--- config.mk ---
export PLATFORM = sky130hd
export DESIGN_NAME = instr_loader
export DESIGN_NICKNAME = d
export VERILOG_FILES = /design/src/rtl/cpu_pkg.sv /design/src/rtl/loader_timeout.sv /design/src/rtl/instr_loader.sv
export SDC_FILE = /design/constraint.sdc
export NUM_CORES = 1
export LEC_CHECK = 0
export CORE_MARGIN = 4
export CORE_UTILIZATION = 55
export CTS_CLUSTER_DIAMETER = 30
export DETAILED_ROUTE_END_ITERATION = 8
export GPL_TIMING_DRIVEN = 1
export PLACE_DENSITY = 0.88
export SYNTH_ARGS = -nofsm -noshare
export SYNTH_HDL_FRONTEND = slang
export SYNTH_SLANG_ARGS = --single-unit
--- constraint.sdc ---
create_clock -name clk -period 5.94 [get_ports clk]
set_input_delay 0.891 -clock clk [delete_from_list [all_inputs] [get_ports clk]]
set_output_delay 0.891 -clock clk [all_outputs]
set_load 0.02 [all_outputs]
--- src/rtl/cpu_pkg.sv ---
// Shared CPU-side definitions for the boot-time instruction loader.
// Contents:
//   INSTR_W        - instruction word width
//   PC_W           - program counter / instruction-memory address width
//   loader_state_t - loader FSM state encoding
//   place_byte     - inserts one byte into a little-endian word
package cpu_pkg;

  localparam int INSTR_W = 32;
  localparam int PC_W    = 16;

  typedef enum logic [2:0] {
    IDLE   = 3'd0,
    LEN_HI = 3'd1,
    LEN_LO = 3'd2,
    DATA   = 3'd3,
    WRITE  = 3'd4,
    DONE   = 3'd5,
    ERR    = 3'd6
  } loader_state_t;

  // Byte idx lands in bits [8*idx+7 : 8*idx] (little-endian assembly).
  function automatic logic [INSTR_W-1:0] place_byte(
    input logic [INSTR_W-1:0] word,
    input logic [1:0]         idx,
    input logic [7:0]         b
  );
    logic [INSTR_W-1:0] r;
    r = word;
    r[{idx, 3'b000} +: 8] = b;
    return r;
  endfunction

endpackage

--- src/rtl/loader_timeout.sv ---
// Idle-gap watchdog for the instruction loader.
// A down-counter reloaded to TIMEOUT-1 by clear; it counts down while run is
// high and raises expire once it has reached zero with run still high.
// Ports:
//   clk, rst  - clock, synchronous active-high reset
//   clear     - reload the counter (byte accepted or new load started)
//   run       - count this cycle (loader is waiting for a byte)
//   expire    - idle budget used up
import cpu_pkg::*;

module loader_timeout #(
  parameter int TIMEOUT = 100000
) (
  input  logic clk,
  input  logic rst,
  input  logic clear,
  input  logic run,
  output logic expire
);

  localparam int CNT_W = (TIMEOUT > 2) ? $clog2(TIMEOUT) : 1;
  localparam logic [CNT_W-1:0] LOAD_VAL = CNT_W'(TIMEOUT - 1);
  localparam logic [CNT_W-1:0] ZERO     = {CNT_W{1'b0}};
  localparam logic [CNT_W-1:0] ONE      = CNT_W'(1);

  logic [CNT_W-1:0] cnt_r;

  // Reload on clear, otherwise count down toward zero while running.
  always_ff @(posedge clk) begin
    if (rst) begin
      cnt_r <= LOAD_VAL;
    end else if (clear) begin
      cnt_r <= LOAD_VAL;
    end else if (run && (cnt_r != ZERO)) begin
      cnt_r <= cnt_r - ONE;
    end else begin
      cnt_r <= cnt_r;
    end
  end

  // Expiry decode from the counter register.
  always_comb begin
    expire = 1'b0;
    if (run && (cnt_r == ZERO)) begin
      expire = 1'b1;
    end else begin
      expire = 1'b0;
    end
  end

endmodule

--- src/rtl/instr_loader.sv ---
// Boot-time instruction-memory writer.
// Takes a byte stream (16-bit big-endian word count, then little-endian
// 32-bit words), writes each word to consecutive addresses and keeps the CPU
// in reset until the whole image is in memory.
// Ports:
//   clk, rst          - clock, synchronous active-high reset
//   load_start        - start pulse (honoured in IDLE, DONE, ERR)
//   in_data/in_valid  - byte stream input, in_ready is the handshake reply
//   imem_addr/wdata/we- instruction-memory write port, one strobe per word
//   cpu_hold          - CPU reset, released only in DONE
//   done, error       - level status of the last load
//   words_loaded      - words written by the current or last load
import cpu_pkg::*;

module instr_loader #(
  parameter int ADDR_W    = PC_W,
  parameter int ADDR_STEP = 1,
  parameter int MAX_WORDS = 1024,
  parameter int TIMEOUT   = 100000
) (
  input  logic               clk,
  input  logic               rst,
  input  logic               load_start,
  input  logic [7:0]         in_data,
  input  logic               in_valid,
  output logic               in_ready,
  output logic [ADDR_W-1:0]  imem_addr,
  output logic [INSTR_W-1:0] imem_wdata,
  output logic               imem_we,
  output logic               cpu_hold,
  output logic               done,
  output logic               error,
  output logic [15:0]        words_loaded
);

  localparam logic [15:0]       MAX_LEN   = 16'(MAX_WORDS);
  localparam logic [ADDR_W-1:0] ADDR_INC  = ADDR_W'(ADDR_STEP);
  localparam logic [ADDR_W-1:0] ADDR_ZERO = {ADDR_W{1'b0}};

  loader_state_t      state_r;
  logic [7:0]         len_hi_r;
  logic [15:0]        len_r;
  logic [INSTR_W-1:0] word_r;
  logic [1:0]         byte_idx_r;
  logic [ADDR_W-1:0]  imem_addr_r;
  logic [INSTR_W-1:0] imem_wdata_r;
  logic               imem_we_r;
  logic               cpu_hold_r;
  logic               done_r;
  logic               error_r;
  logic [15:0]        words_loaded_r;

  logic               in_ready_s;
  logic               accept_s;
  logic               start_s;
  logic               tmo_run_s;
  logic               tmo_clear_s;
  logic               tmo_expire_s;
  logic [15:0]        len_s;

  // State decode: byte handshake, watchdog enable and start qualification.
  always_comb begin
    in_ready_s = 1'b0;
    tmo_run_s  = 1'b0;
    start_s    = 1'b0;
    case (state_r)
      LEN_HI, LEN_LO, DATA: begin
        in_ready_s = 1'b1;
        tmo_run_s  = 1'b1;
      end
      IDLE, DONE, ERR: begin
        start_s = load_start;
      end
      default: begin
        in_ready_s = 1'b0;
      end
    endcase
    accept_s    = in_valid && in_ready_s;
    tmo_clear_s = accept_s || start_s;
    len_s       = {len_hi_r, in_data};
  end

  loader_timeout #(
    .TIMEOUT (TIMEOUT)
  ) u_timeout (
    .clk    (clk),
    .rst    (rst),
    .clear  (tmo_clear_s),
    .run    (tmo_run_s),
    .expire (tmo_expire_s)
  );

  // Loader FSM with all registered outputs.
  always_ff @(posedge clk) begin
    if (rst) begin
      state_r        <= IDLE;
      len_hi_r       <= 8'd0;
      len_r          <= 16'd0;
      word_r         <= 32'd0;
      byte_idx_r     <= 2'd0;
      imem_addr_r    <= ADDR_ZERO;
      imem_wdata_r   <= 32'd0;
      imem_we_r      <= 1'b0;
      cpu_hold_r     <= 1'b1;
      done_r         <= 1'b0;
      error_r        <= 1'b0;
      words_loaded_r <= 16'd0;
    end else begin
      imem_we_r <= 1'b0;
      if (start_s) begin
        state_r        <= LEN_HI;
        imem_addr_r    <= ADDR_ZERO;
        words_loaded_r <= 16'd0;
        byte_idx_r     <= 2'd0;
        word_r         <= 32'd0;
        cpu_hold_r     <= 1'b1;
        done_r         <= 1'b0;
        error_r        <= 1'b0;
      end else begin
        case (state_r)
          LEN_HI: begin
            if (accept_s) begin
              len_hi_r <= in_data;
              state_r  <= LEN_LO;
            end else if (tmo_expire_s) begin
              state_r <= ERR;
              error_r <= 1'b1;
            end
          end
          LEN_LO: begin
            if (accept_s) begin
              len_r <= len_s;
              if (len_s == 16'd0) begin
                state_r    <= DONE;
                done_r     <= 1'b1;
                cpu_hold_r <= 1'b0;
              end else if (len_s > MAX_LEN) begin
                state_r <= ERR;
                error_r <= 1'b1;
              end else begin
                state_r <= DATA;
              end
            end else if (tmo_expire_s) begin
              state_r <= ERR;
              error_r <= 1'b1;
            end
          end
          DATA: begin
            if (accept_s) begin
              if (byte_idx_r == 2'd3) begin
                imem_wdata_r <= place_byte(word_r, 2'd3, in_data);
                imem_we_r    <= 1'b1;
                byte_idx_r   <= 2'd0;
                state_r      <= WRITE;
              end else begin
                word_r     <= place_byte(word_r, byte_idx_r, in_data);
                byte_idx_r <= byte_idx_r + 2'd1;
              end
            end else if (tmo_expire_s) begin
              // Partial word is dropped; the next load starts clean.
              byte_idx_r <= 2'd0;
              state_r    <= ERR;
              error_r    <= 1'b1;
            end
          end
          WRITE: begin
            imem_addr_r    <= imem_addr_r + ADDR_INC;
            words_loaded_r <= words_loaded_r + 16'd1;
            if ((words_loaded_r + 16'd1) == len_r) begin
              state_r    <= DONE;
              done_r     <= 1'b1;
              cpu_hold_r <= 1'b0;
            end else begin
              state_r <= DATA;
            end
          end
          IDLE, DONE, ERR: begin
            state_r <= state_r;
          end
          default: begin
            state_r <= IDLE;
          end
        endcase
      end
    end
  end

  assign in_ready     = in_ready_s;
  assign imem_addr    = imem_addr_r;
  assign imem_wdata   = imem_wdata_r;
  assign imem_we      = imem_we_r;
  assign cpu_hold     = cpu_hold_r;
  assign done         = done_r;
  assign error        = error_r;
  assign words_loaded = words_loaded_r;

endmodule

; Yosys cells after proc, flatten, opt, wreduce, memory -nomap -nowiden
; Cells that the tools add are included.
[word_totals]
input_bits = 12
regBits = 146
n_memories = 0
ramBits = 0
mem_bits_ro = 0
wordCells = 102
output_inout_bits = 69
latch_bits = 0
[classes]
muxes = 32
shift = 2
n_reduce_logical = 26
div_mod_pow = 0
n_lt_le_gt_ge = 1
n_addsub = 5
n_eq_ne = 17
n_mul = 0
bitwise_logic = 5
[op_table]
columns = op, n
row1 = $add 16x1->16 const B, 2
row2 = $bwmux 32, 1
row3 = $shift 8x7->32 const A, 1
row4 = $shiftx 8x7->32, 1
row5 = $mux 3, 8
row6 = $logic_not 17->1, 1
row7 = $reduce_bool 17->1, 1
row8 = $sub 17x1->17 const B, 1
row9 = $eq 16x16->1, 1
row10 = $gt 16x11->1 const B, 1
row11 = $logic_not 16->1, 1
row12 = $mux 1, 16
row13 = $pmux 3 s5, 1
row14 = $reduce_and 4->1, 3
row15 = $ne 2x2->1 const B, 5
row16 = $eq 3x3->1 const B, 3
row17 = $ne 3x3->1 const B, 3
row18 = $reduce_and 3->1, 3
row19 = $neg 5->7, 1
row20 = $eq 3x2->1 const B, 2
row21 = $mux 2, 3
row22 = $pmux 1 s2, 3
row23 = $reduce_and 2->1, 3
row24 = $reduce_bool 2->1, 3
row25 = 11 further kinds, 20

; Depth between registers and ports, before layout
[depth]
depth_word = 9
ltp_mapped = 9
ltp_nobuf = 8

; Cells and area by module
; From an unflattened synthesis, not the netlist that was laid out.
[unflattened]
hier_cells = 768
area_unflattened_um2 = 6172.2
[by_module_without_submodules]
columns = mod, instances, seq_area_each_um2, cells_each, area_each_um2
row1 = instr_loader, 1, 2422.3, 665, 5262.5
row2 = loader_timeout, 1, 340.3, 103, 909.6

; Worst setup path after synthesis
; No wires, ideal clock.
[synth_timing]
path_kind = reg-to-reg
from = reg words_loaded_r[0] (netlist: words_loaded[0])
to = reg cpu_hold_r (netlist: cpu_hold)
n_path_buf = 0
t_arrival_ns = 2.452
path_slack_ns = 3.371
synth_period_minus_slack_ns = 2.569
setup_ns = 0.117
t_required_ns = 5.823
stages_incl_launch_ff = 8
cell_sequence = dfxtp_1 -> ha_1 -> nand3_1 -> or2_2 -> o31ai_1 -> o2111ai_1 -> or4_4 -> o22a_1
[synth_between]
elab_chain_len = 4
[synth_lines]
columns = element, line
row1 = "start, declared", instr_loader.sv:51  ; logic [15:0] words_loaded_r;
row2 = "start signal, assigned", instr_loader.sv:168  ; words_loaded_r <= words_loaded_r + 16'd1;
row3 = $add 16x1->16, instr_loader.sv:169  ; if ((words_loaded_r + 16'd1) == len_r) begin
row4 = $eq 16x16->1, instr_loader.sv:169
row5 = $ne 2x2->1 (no line), -
row6 = $reduce_and 4->1 (no line), -
row7 = "end signal, assigned", instr_loader.sv:116  ; cpu_hold_r <= 1'b1;
row8 = "end signal, assigned", instr_loader.sv:136  ; cpu_hold_r <= 1'b0;
row9 = "end signal, assigned", instr_loader.sv:172  ; cpu_hold_r <= 1'b0;
row10 = "end, declared", instr_loader.sv:48  ; logic cpu_hold_r;
; Every way passes these cells.
; A chain may end at the register's enable or synchronous reset.

; Worst setup path in the final report
[layout_timing]
from = reg state_r[1]
to = out in_ready
[layout_between]
elab_chain_len = 3
elab_cells_between_ends = 5
cone_classes = eq/ne (3) / mux (1) / reduce/logical (1)
[layout_lines]
columns = element, line
row1 = "start, declared", instr_loader.sv:40  ; loader_state_t state_r;
row2 = "start signal, assigned", instr_loader.sv:178  ; state_r <= state_r;
row3 = $eq 3x2->1 or $eq 3x1->1 (tied branches), instr_loader.sv:66  ; case (state_r)
row4 = $reduce_or 3->1 *, instr_loader.sv:66
row5 = $mux 1 *, instr_loader.sv:66
row6 = "end, declared", instr_loader.sv:26  ; output logic in_ready,
; Every way passes the cells marked *; elsewhere a longest branch is shown, timed or not.

==> results.py <==
metrics = {
    "status": {
        "status": "completed",
    },
    "critical_path": {
        "endpoint_kind": "primary output",
        "path_max_fanout": 17,
        "cp_data_required_time_ns": 5.05,
        "start_kind": "flip-flop",
        "critPathKind": "reg2out",
        "arrival_ns": 2.56,
    },
    "global_route": {
        "grt_pass1_vias": 5270,
        "grt_pass1_wl_um": 25100,
        "grt_usage": 0.241,
        "antenna_found_initial": 0,
        "gr-total-overflow": 0,
        "grt_max_degree": 66,
    },
    "clock_tree": {
        "cts_setup_buffers": 0,
        "insertion_delay_ns": 0.52,
        "htreeDepth": 4,
        "cts_root_buf": "clkbuf_8",
        "cts-buffers-inserted": 17,
        "clkSinkCount": 138,
        "tritoncts": "done",
        "ctsResizeCount": 0,
        "clockBufferDepth": 2,
        "clk_pin_slew_ns": 0.06,
        "cts_hold_buf": 0,
    },
    "yosys": {
        "netlist_area_um2": 5970,
        "ys_warn_count": 0,
        "synthCells": 730,
        "syn-num-nets": 751,
        "syn_avg_cell_area_um2": 8.18,
        "synthTopCellsByArea": "dfxtp_1, nand2_1, a21oi_1",
        "synth.distinct_cells": 49,
        "synth_top_area_share": 0.462,
        "synth_seq_cells": 138,
        "yosysTopAreaCell": "dfxtp_1",
        "yosysSeqAreaShare": 0.462,
    },
    "detailed_routing": {
        "drt-pass1-iter-count": 5,
        "met1Wirelength_um": 6430,
        "vias_per_cell": 5.69,
        "route.met3.wl_um": 765,
        "top_layer": "met4",
        "drt-total-wl_um": 15300,
        "routedWlPerCell_um": 16.2,
        "initialDrtViolationCount": 446,
        "route.detailed.drc": 0,
        "wl_met2_um": 7820,
        "ant_nets": 0,
        "dr_total_vias": 5364,
    },
    "die": {
        "coreArea_um2": 10500,
        "die_y_um": 112,
        "initial_core_util": 0.571,
        "io_pins": 81,
        "fp-row-count": 37,
        "die_area_um2": 12600,
        "die_w_um": 112,
    },
    "cells_and_area": {
        "final_cell_mix": "nand2_1, dfxtp_1, a21oi_1, clkdlybuf4s50_1, nor2_1",
        "ff_latch_area_um2": 2760,
        "postLayoutCoreUtil": 0.709,
        "n_antenna_cell": 0,
        "multi_input_area_um2": 3040,
        "syn_to_final_growth_pct": 24.2,
        "layout.nets": 815,
        "n_fill_cell": 805,
        "drive_gt1_frac": 0.0508,
        "final_common_cell": "nand2_1",
    },
    "sta": {
        "finalMaxSlewViolations": 0,
        "timing.final.crit_period_ns": 3.45,
        "max_freq_mhz": 289,
        "tns_ns": 0,
        "setup_viol_count_final": 0,
        "finalHoldViolCount": 0,
        "setup_ws_ns": 2.49,
        "period_share": 0.582,
        "worst_pin_slew_ns": 1.18,
        "max_slew_margin": 0.210,
        "fin_skew_ns": 0.0121,
        "rsz0062_at_grt": "false",
    },
    "place": {
        "dp_hpwl_um": 9880,
        "post-place-ws_ns": 2.57,
        "portBuffers": 80,
        "place.gp.congestion": 0.845,
    },
    "min_path": {
        "hp-class": "reg2reg",
    },
    "pwr": {
        "power.density_nw_per_um2": 287,
        "ir_drop_mv": 0.250,
        "p_leak_nw": 2.51,
    },
    "flow_run": {
        "drv_cap": 0,
    },
}
## registers in the layout, indices dropped and copies added (netlist names)
signal,cells
len_hi_r,8
cpu_hold,1
imem_wdata,32
state_r,3
imem_we,1
u_timeout.cnt_r,17
byte_idx_r,2
imem_addr,16
done,1
error,1
words_loaded,16
word_r,24
len_r,16
## power breakdown
group          internal [mW]  leakage, nW  switching (mW)
sequential             0.934         1.11          0.0132
clock                  0.649        0.291           0.428
combinational         0.0353         1.11          0.0705
total                   1.62         2.51           0.511
## worst max-delay path, stage by stage (launching register included)
cell and delay, ns:
dfxtp_1 0.65, nor2_1 0.24, nor2_1 0.45, clkdlybuf4s50_1 0.71
## path summary, 6_finish.rpt
path	cells after the start	endpoint	startpoint	slack [ns]
min	2	imem_wdata[30]	imem_wdata[30]	0.45
max reg2reg	7	cpu_hold	words_loaded[0]	3.17
max	3	in_ready	state_r[1]	2.49
min reg2reg	2	imem_wdata[30]	imem_wdata[30]	0.45
## per-layer routing
layer	global-route usage	vias up
met5	0	-
met4	0.0737	0
met3	0.0512	26
met2	0.439	191
met1	0.284	2523
li1	-	2624
## area by class of cell
class,instances,area share
clock buffers,17,0.0558
inverters,8,0.00405
clock inverters,15,0.0258
multi-input cells,547,0.410
repair buffers,82,0.109
well taps,136,0.0229
flip-flops and latches,138,0.372
## cells in the mapped netlist (all sizes together)
cell type,count
dfxtp,138
nand3,37
inv,8
nand2,159
nand2b,5
a21o,3
or4b,1
nand4bb,1
a311oi,2
o211a,1
or2,1
clkbuf,29
o31ai,1
a211oi,1
xor2,30
o211ai,3
nand4,11
nor2,66
o2111ai,2
buf,8
and2,4
a211o,1
o41ai,1
o22ai,2
mux2i,12
o22a,1
nor2b,3
a31oi,2
nor3b,9
a22o,1
nor3,11
nand3b,3
a22oi,2
and4,2
and3,8
ha,9
nor4,9
or3,6
and4b,1
o21ai,13
xnor2,30
a21oi,84
o311ai,2
or4,7
## cells by family (layout without fill, tap and decap cells)
logic type      Yosys count  in the layout  share of synthesized area
fa+ha+maj                 9              9                     0.0188
xor+xnor                 60             60                     0.0880
simple gates            344            344                      0.266
mux                      12             12                     0.0201
compound gates          122            122                      0.116
buf+inv                  45            122                     0.0291
flops                   138            138                      0.462
## metrics by stage
stage | power [mW] | hold slack [ns] | std cells | cell area, um2
CTS | 2.13 | 0.456 | 943 | 7420
floorplan | 1.03 | 0.432 | 730 | 5970
detailed placement | 1.07 | 0.445 | 911 | 6810
global placement | 1.06 | 0.443 | 911 | 6810
global route | 2.19 | 0.468 | 943 | 7420
finish | 2.13 | 0.455 | 943 | 7420
No activity file was read; power rests on OpenSTA's default activity.
